`src/rtl/wb_arb_pkg.sv`:
```
// Shared types and helpers for the Wishbone SDRAM arbiter.
package wb_arb_pkg;

  typedef enum logic [1:0] {
    ST_IDLE  = 2'd0,
    ST_OWN   = 2'd1,
    ST_DRAIN = 2'd2
  } arb_state_t;

  // Width needed to index n things, never narrower than one bit.
  function automatic int idx_width(input int n);
    return (n < 2) ? 1 : $clog2(n);
  endfunction

endpackage

```
`src/rtl/rr_priority_select.sv`:
```
// Round-robin requester search: picks the first set req after ptr, wrapping.
module rr_priority_select #(
  parameter int N  = 2,
  parameter int IW = 1
) (
  input  logic [N-1:0]  req,
  input  logic [IW-1:0] ptr,
  output logic [IW-1:0] sel,
  output logic          any
);

  // Scan from farthest to nearest so the nearest requester after ptr wins.
  always_comb begin
    logic [IW-1:0] idx;
    sel = '0;
    idx = '0;
    any = |req;
    for (int i = N; i >= 1; i--) begin
      idx = IW'((int'(ptr) + i) % N);
      if (req[idx]) sel = idx;
    end
  end

endmodule

```
`src/rtl/wb_sdram_arbiter.sv`:
```
// Round-robin arbiter sharing one pipelined Wishbone slave between N masters.
// A whole bus cycle is granted to one master; the bus is only released once
// every accepted request of that cycle has been acked, so acks never misroute.
//
// state    | meaning
// ---------+--------------------------------------------------------------
// ST_IDLE  | no owner; all masters stalled, arbitrate among cyc requesters
// ST_OWN   | master gnt owns the bus; requests forwarded, acks routed back
// ST_DRAIN | owner dropped cyc with acks pending; wait for them, no new stb
module wb_sdram_arbiter
  import wb_arb_pkg::*;
#(
  parameter int N_MASTERS       = 2,
  parameter int ADDR_BITS       = 23,
  parameter int DATA_BYTES      = 2,
  parameter int MAX_OUTSTANDING = 4
) (
  input  logic                              clk,
  input  logic                              sresetn,
  input  logic [N_MASTERS-1:0]              s_wb_cyc,
  input  logic [N_MASTERS-1:0]              s_wb_stb,
  input  logic [N_MASTERS-1:0]              s_wb_we,
  input  logic [N_MASTERS*ADDR_BITS-1:0]    s_wb_addr,
  input  logic [N_MASTERS*DATA_BYTES*8-1:0] s_wb_dat_m2s,
  output logic [N_MASTERS-1:0]              s_wb_stall,
  output logic [N_MASTERS-1:0]              s_wb_ack,
  output logic [DATA_BYTES*8-1:0]           s_wb_dat_s2m,
  output logic                              m_wb_cyc,
  output logic                              m_wb_stb,
  output logic                              m_wb_we,
  output logic [ADDR_BITS-1:0]              m_wb_addr,
  output logic [DATA_BYTES*8-1:0]           m_wb_dat_m2s,
  input  logic                              m_wb_stall,
  input  logic                              m_wb_ack,
  input  logic [DATA_BYTES*8-1:0]           m_wb_dat_s2m,
  output logic [idx_width(N_MASTERS)-1:0]   grant_idx
);

  localparam int IW = idx_width(N_MASTERS);
  localparam int CW = idx_width(MAX_OUTSTANDING + 1);
  localparam int DW = DATA_BYTES * 8;
  localparam logic [CW-1:0] CNT_MAX = CW'(MAX_OUTSTANDING);

  arb_state_t    state;
  logic [IW-1:0] gnt;
  logic [IW-1:0] ptr;
  logic [IW-1:0] sel;
  logic          any;
  logic [CW-1:0] cnt;
  logic [CW-1:0] cnt_nxt;
  logic          g_cyc;
  logic          g_stb;
  logic          full;
  logic          accept;
  logic          ack_ok;

  rr_priority_select #(
    .N  (N_MASTERS),
    .IW (IW)
  ) u_sel (
    .req (s_wb_cyc),
    .ptr (ptr),
    .sel (sel),
    .any (any)
  );

  // Bus muxing, stall/ack routing and outstanding-count bookkeeping.
  always_comb begin
    g_cyc  = s_wb_cyc[gnt];
    g_stb  = s_wb_stb[gnt];
    full   = (cnt == CNT_MAX);

    m_wb_cyc     = (state != ST_IDLE);
    m_wb_stb     = (state == ST_OWN) && g_cyc && g_stb && !full;
    m_wb_we      = s_wb_we[gnt];
    m_wb_addr    = s_wb_addr[int'(gnt)*ADDR_BITS +: ADDR_BITS];
    m_wb_dat_m2s = s_wb_dat_m2s[int'(gnt)*DW +: DW];
    s_wb_dat_s2m = m_wb_dat_s2m;

    accept = m_wb_stb && !m_wb_stall;
    // An ack with nothing outstanding belongs to no one (stale or spurious).
    ack_ok = m_wb_ack && (cnt != '0) && (state != ST_IDLE);
    cnt_nxt = cnt + CW'(accept) - CW'(ack_ok);

    s_wb_ack      = '0;
    s_wb_ack[gnt] = ack_ok;
    s_wb_stall    = '1;
    if (state == ST_OWN) s_wb_stall[gnt] = m_wb_stall || full;

    grant_idx = gnt;
  end

  // Arbitration state, grant, fairness pointer and outstanding count.
  always_ff @(posedge clk or posedge sresetn) begin
    if (sresetn) begin
      state <= ST_IDLE;
      gnt   <= '0;
      ptr   <= IW'(N_MASTERS - 1);
      cnt   <= '0;
    end else begin
      cnt <= cnt_nxt;
      case (state)
        ST_IDLE: begin
          if (any) begin
            state <= ST_OWN;
            gnt   <= sel;
            ptr   <= sel;
          end
        end
        ST_OWN: begin
          if (!g_cyc) state <= (cnt_nxt == '0) ? ST_IDLE : ST_DRAIN;
        end
        ST_DRAIN: begin
          if (cnt_nxt == '0) state <= ST_IDLE;
        end
        default: state <= ST_IDLE;
      endcase
    end
  end

endmodule

```
`config.mk`:
```
export PLATFORM = sky130hd
export DESIGN_NAME = wb_sdram_arbiter
export DESIGN_NICKNAME = d
export VERILOG_FILES = /design/src/rtl/wb_arb_pkg.sv /design/src/rtl/rr_priority_select.sv /design/src/rtl/wb_sdram_arbiter.sv
export SDC_FILE = /design/constraint.sdc
export NUM_CORES = 1
export LEC_CHECK = 0
export CAP_MARGIN = 0
export CORE_MARGIN = 2
export CORE_UTILIZATION = 22
export CTS_BUF_LIST = sky130_fd_sc_hd__clkbuf_4 sky130_fd_sc_hd__clkbuf_8 sky130_fd_sc_hd__clkbuf_16
export CTS_CLUSTER_SIZE = 30
export DETAILED_ROUTE_END_ITERATION = 8
export GPL_TIMING_DRIVEN = 0
export PLACE_DENSITY = 0.85
export RECOVER_POWER = 50
export SLEW_MARGIN = 20
export SYNTH_ARGS = -nofsm -noshare
export SYNTH_HDL_FRONTEND = slang
export SYNTH_SLANG_ARGS = --single-unit
```
`constraint.sdc`:
```
create_clock -name clk -period 2.95 [get_ports clk]
set_input_delay 0.295 -clock clk [delete_from_list [all_inputs] [get_ports clk]]
set_output_delay 0.295 -clock clk [all_outputs]
set_load 0.02 [all_outputs]
```
==> reports/results.tsv <==
stage	metric	value	unit
layout	area_delta_synth_final	159.3	%
drt	ant_nets	0	
synthesis	syn_inst	100	
cts	ctsResizeCount	0	
floorplanning	dieArea	0.005184	mm2
layout	drive_above_1_share	0.2717	
layout	final_area	0.002638	mm2
drt	first_iter_violations	20	
critical_path	path_max_fanout	5	
min_path	hold_class	in2async	
critical_path	critPathMaxStageDelay	530	ps
drt	drt-wirelength-per-cell	15.01	um
critical_path	path_cells	clkdlybuf4s50_1 > mux2i_1 > nor4_2 > nand2b_1 > ha_1 > inv_1 > ha_1 > fa_1 > xnor3_2 > o32ai_2 > a21oi_1	
critical_path	path_buf_inv	2	
drt	totalWireLength	4592	um
floorplanning	pin_count	167	
floorplanning	die_x	72	um
drt	first_pass_iters	4	
cts	cts_tree	built	
cts	htree_levels	1	
pwr	leakage	0.001064	uW
floorplanning	die_height	72	um
timing	finalClockSkew	0.6559	ps
pwr	ir_drop	0.0004774	V
timing	finalHoldViolations	0	
critical_path	critPathKind	in2reg	
place	dp.cells	302	
place	io_buffers	150	
cts	cts_buffer_depth	2	
synthesis	postSynthAreaPerCell	10.17	um2
pwr	power_density	691.5	mW/mm2
timing	layout_setup_ws	245.4	ps
critical_path	cp-end-kind	register	
synthesis	mappedNetlistNets	207	
critical_path	worstSetupPathDepth	11	
place	dpl.hpwl	4075	um
cts	cts_root_buf	clkbuf_8	
synthesis	synth_most_common_cell	mux2_2	
layout	insertedDiodeCount	0	
timing	holdWs	442.0	ps
timing	relSlewSlack	0.6998	
global_route	grt_max_degree	11	
layout	utilization	0.5975	
timing	setup_viol	0	
place	post_dp_cell_area	0.002590	mm2
synthesis	synth_seq_cells	7	
global_route	track_usage	0.1613	
critical_path	slowest_stage	clkdlybuf4s50_1	
floorplanning	initial_core_util	0.2304	
global_route	antenna_found_initial	0	
cts	cts_sinks	7	
synthesis	synth_edf_count	0	
timing	fmax	369.7	MHz
timing	fin_crit	2705	ps
global_route	grt_first_pass_wirelength	6686	um
place	place_ws	-11.67	ps
synthesis	ys_seq_area_frac	0.1734	
synthesis	synth.top_cell.area_share	0.4428	
cts	worstSkewPairLatency	220	ps
critical_path	crit_path_frequent_cell	ha_1	
timing	rsz0062_at_grt	no	
cts	numCtsBuffers	3	
critical_path	worst_setup_path_start_kind	input port	
critical_path	reg2reg_depth	10	
global_route	grt_pass1_vias	1312	
synthesis	async_reset_ff_frac	1.000	
layout	final_cell_count_no_fill	306	
critical_path	crit_family	adder cells	
synthesis	yosysUniqueCellTypes	24	
floorplanning	rows	24	
synthesis	synth_area_leaders	mux2_2 (44%), dfrtp_1 (15%), buf_4 (13%)	
status	outcome	complete, no violations	
critical_path	reg2reg_setup_slack	370	ps
global_route	overflow	0	
drt	drcViolationCount	0	
synthesis	synth_common_cells	mux2_2 (40), buf_4 (17), dfrtp_1 (6), inv_1 (5)	
cts	postCtsHoldBufs	0	
floorplanning	core_area	0.004414	mm2
drt	num_vias	1323	
synthesis	syn_area	0.001017	mm2
place	gp_congestion	0.6967	
flow_run	drv_cap	0	
synthesis	yosys_warnings	0	
timing	worst-slew-pin-transition	450.2	ps
layout	layout.nets	362	
timing	fin_crit_sh	0.9168	
critical_path	cp.required	3050	ps
drt	vias_per_cell	4.324	
cts	path_clk_slew	40	ps
critical_path	crit_arrival	2800	ps
cts	postCtsSetupBuffers	0	
synthesis	synth_top_area_cell	mux2_2	
timing	maxSlewViolCount	0	
synthesis	synth_flop_cell	dfrtp_1	
## logic make-up after synthesis
kind of cell | synth area share
muxes | 0.4625
DFF | 0.1734
and+or+nand+nor | 0.07011
AOI/OAI and AO/OA | 0.06274
xor gates and xnor gates | 0.02337
adders and majority gates | 0.04428
buffers and inverters | 0.1636
## power breakdown
part / internal, uW / switching, uW
registers: 155 / 39.5
logic: 810 / 678
clock network: 102 / 38.7
total: 1070 / 756
## sequential cells by signal (all words and copies together), names as in the netlist
register and count:
cnt 3, ptr 1, state 2, grant_idx 1
## cell usage in the layout, fill, tap and decap left out
cell             netlist  routed
a32o_1                 1       1
dlygate4sd3_1          0      28
o21ai_0                2       2
clkbuf_1               0       1
nand2b_1               4       4
nor3_1                 1       1
nor3b_1                1       1
mux2i_1                2       2
o32ai_2                1       1
a21oi_1                2       2
buf_2                  4       3
nor2_1                 1       1
o311a_2                1       1
nand2_1                3       3
clkbuf_4               0       1
ha_1                   2       2
and2_1                 1       1
a31oi_1                1       1
inv_1                  5       5
nor4_2                 0       1
dfrtp_1                6       6
mux2_2                40      40
buf_4                 17      17
clkbuf_8               0       3
nor2b_1                1       1
xnor3_2                1       1
dfstp_2                1       1
fa_1                   1       1
clkdlybuf4s50_1        0     122
## area by class of cell
cell class / instances / area [um2]
fill: 399 / 1777
timing repair buffer: 150 / 1501
multi-input combinational: 67 / 680.7
sequential: 7 / 176.4
buffer: 21 / 146.4
tap: 52 / 65.06
clock buffer: 4 / 48.80
inverter: 5 / 18.77
## stage by stage
| stage | total power [uW] | TNS [ps] |
|---|---|---|
| final | 1824 | 0 |
| after global routing | 1942 | 0 |
| after CTS | 1882 | 0 |
| after detailed placement | 1733 | -11.67 |
| after global placement | 1702 | 0 |
| after floorplan | 1088 | 0 |
## worst paths after layout
kind / from / end
worst max-delay path: s_wb_cyc[0] / state[1]
worst min-delay path: sresetn / cnt[0]
worst max register to register: state[1] / state[1]
worst min register to register: ptr / ptr
max in group asynchronous: sresetn / ptr
min in group clk: ptr / ptr
## per-layer routing
metal | vias up | part of all wire | GRT usage
li1 | 649 | - | -
met1 | 606 | 0.36 | 0.1773
met2 | 68 | 0.56 | 0.3169
met3 | 0 | 0.080 | 0.03750
met4 | 0 | 0 | 0.02516
met5 | - | 0 | 0
No activity file was read; power rests on OpenSTA's default activity.
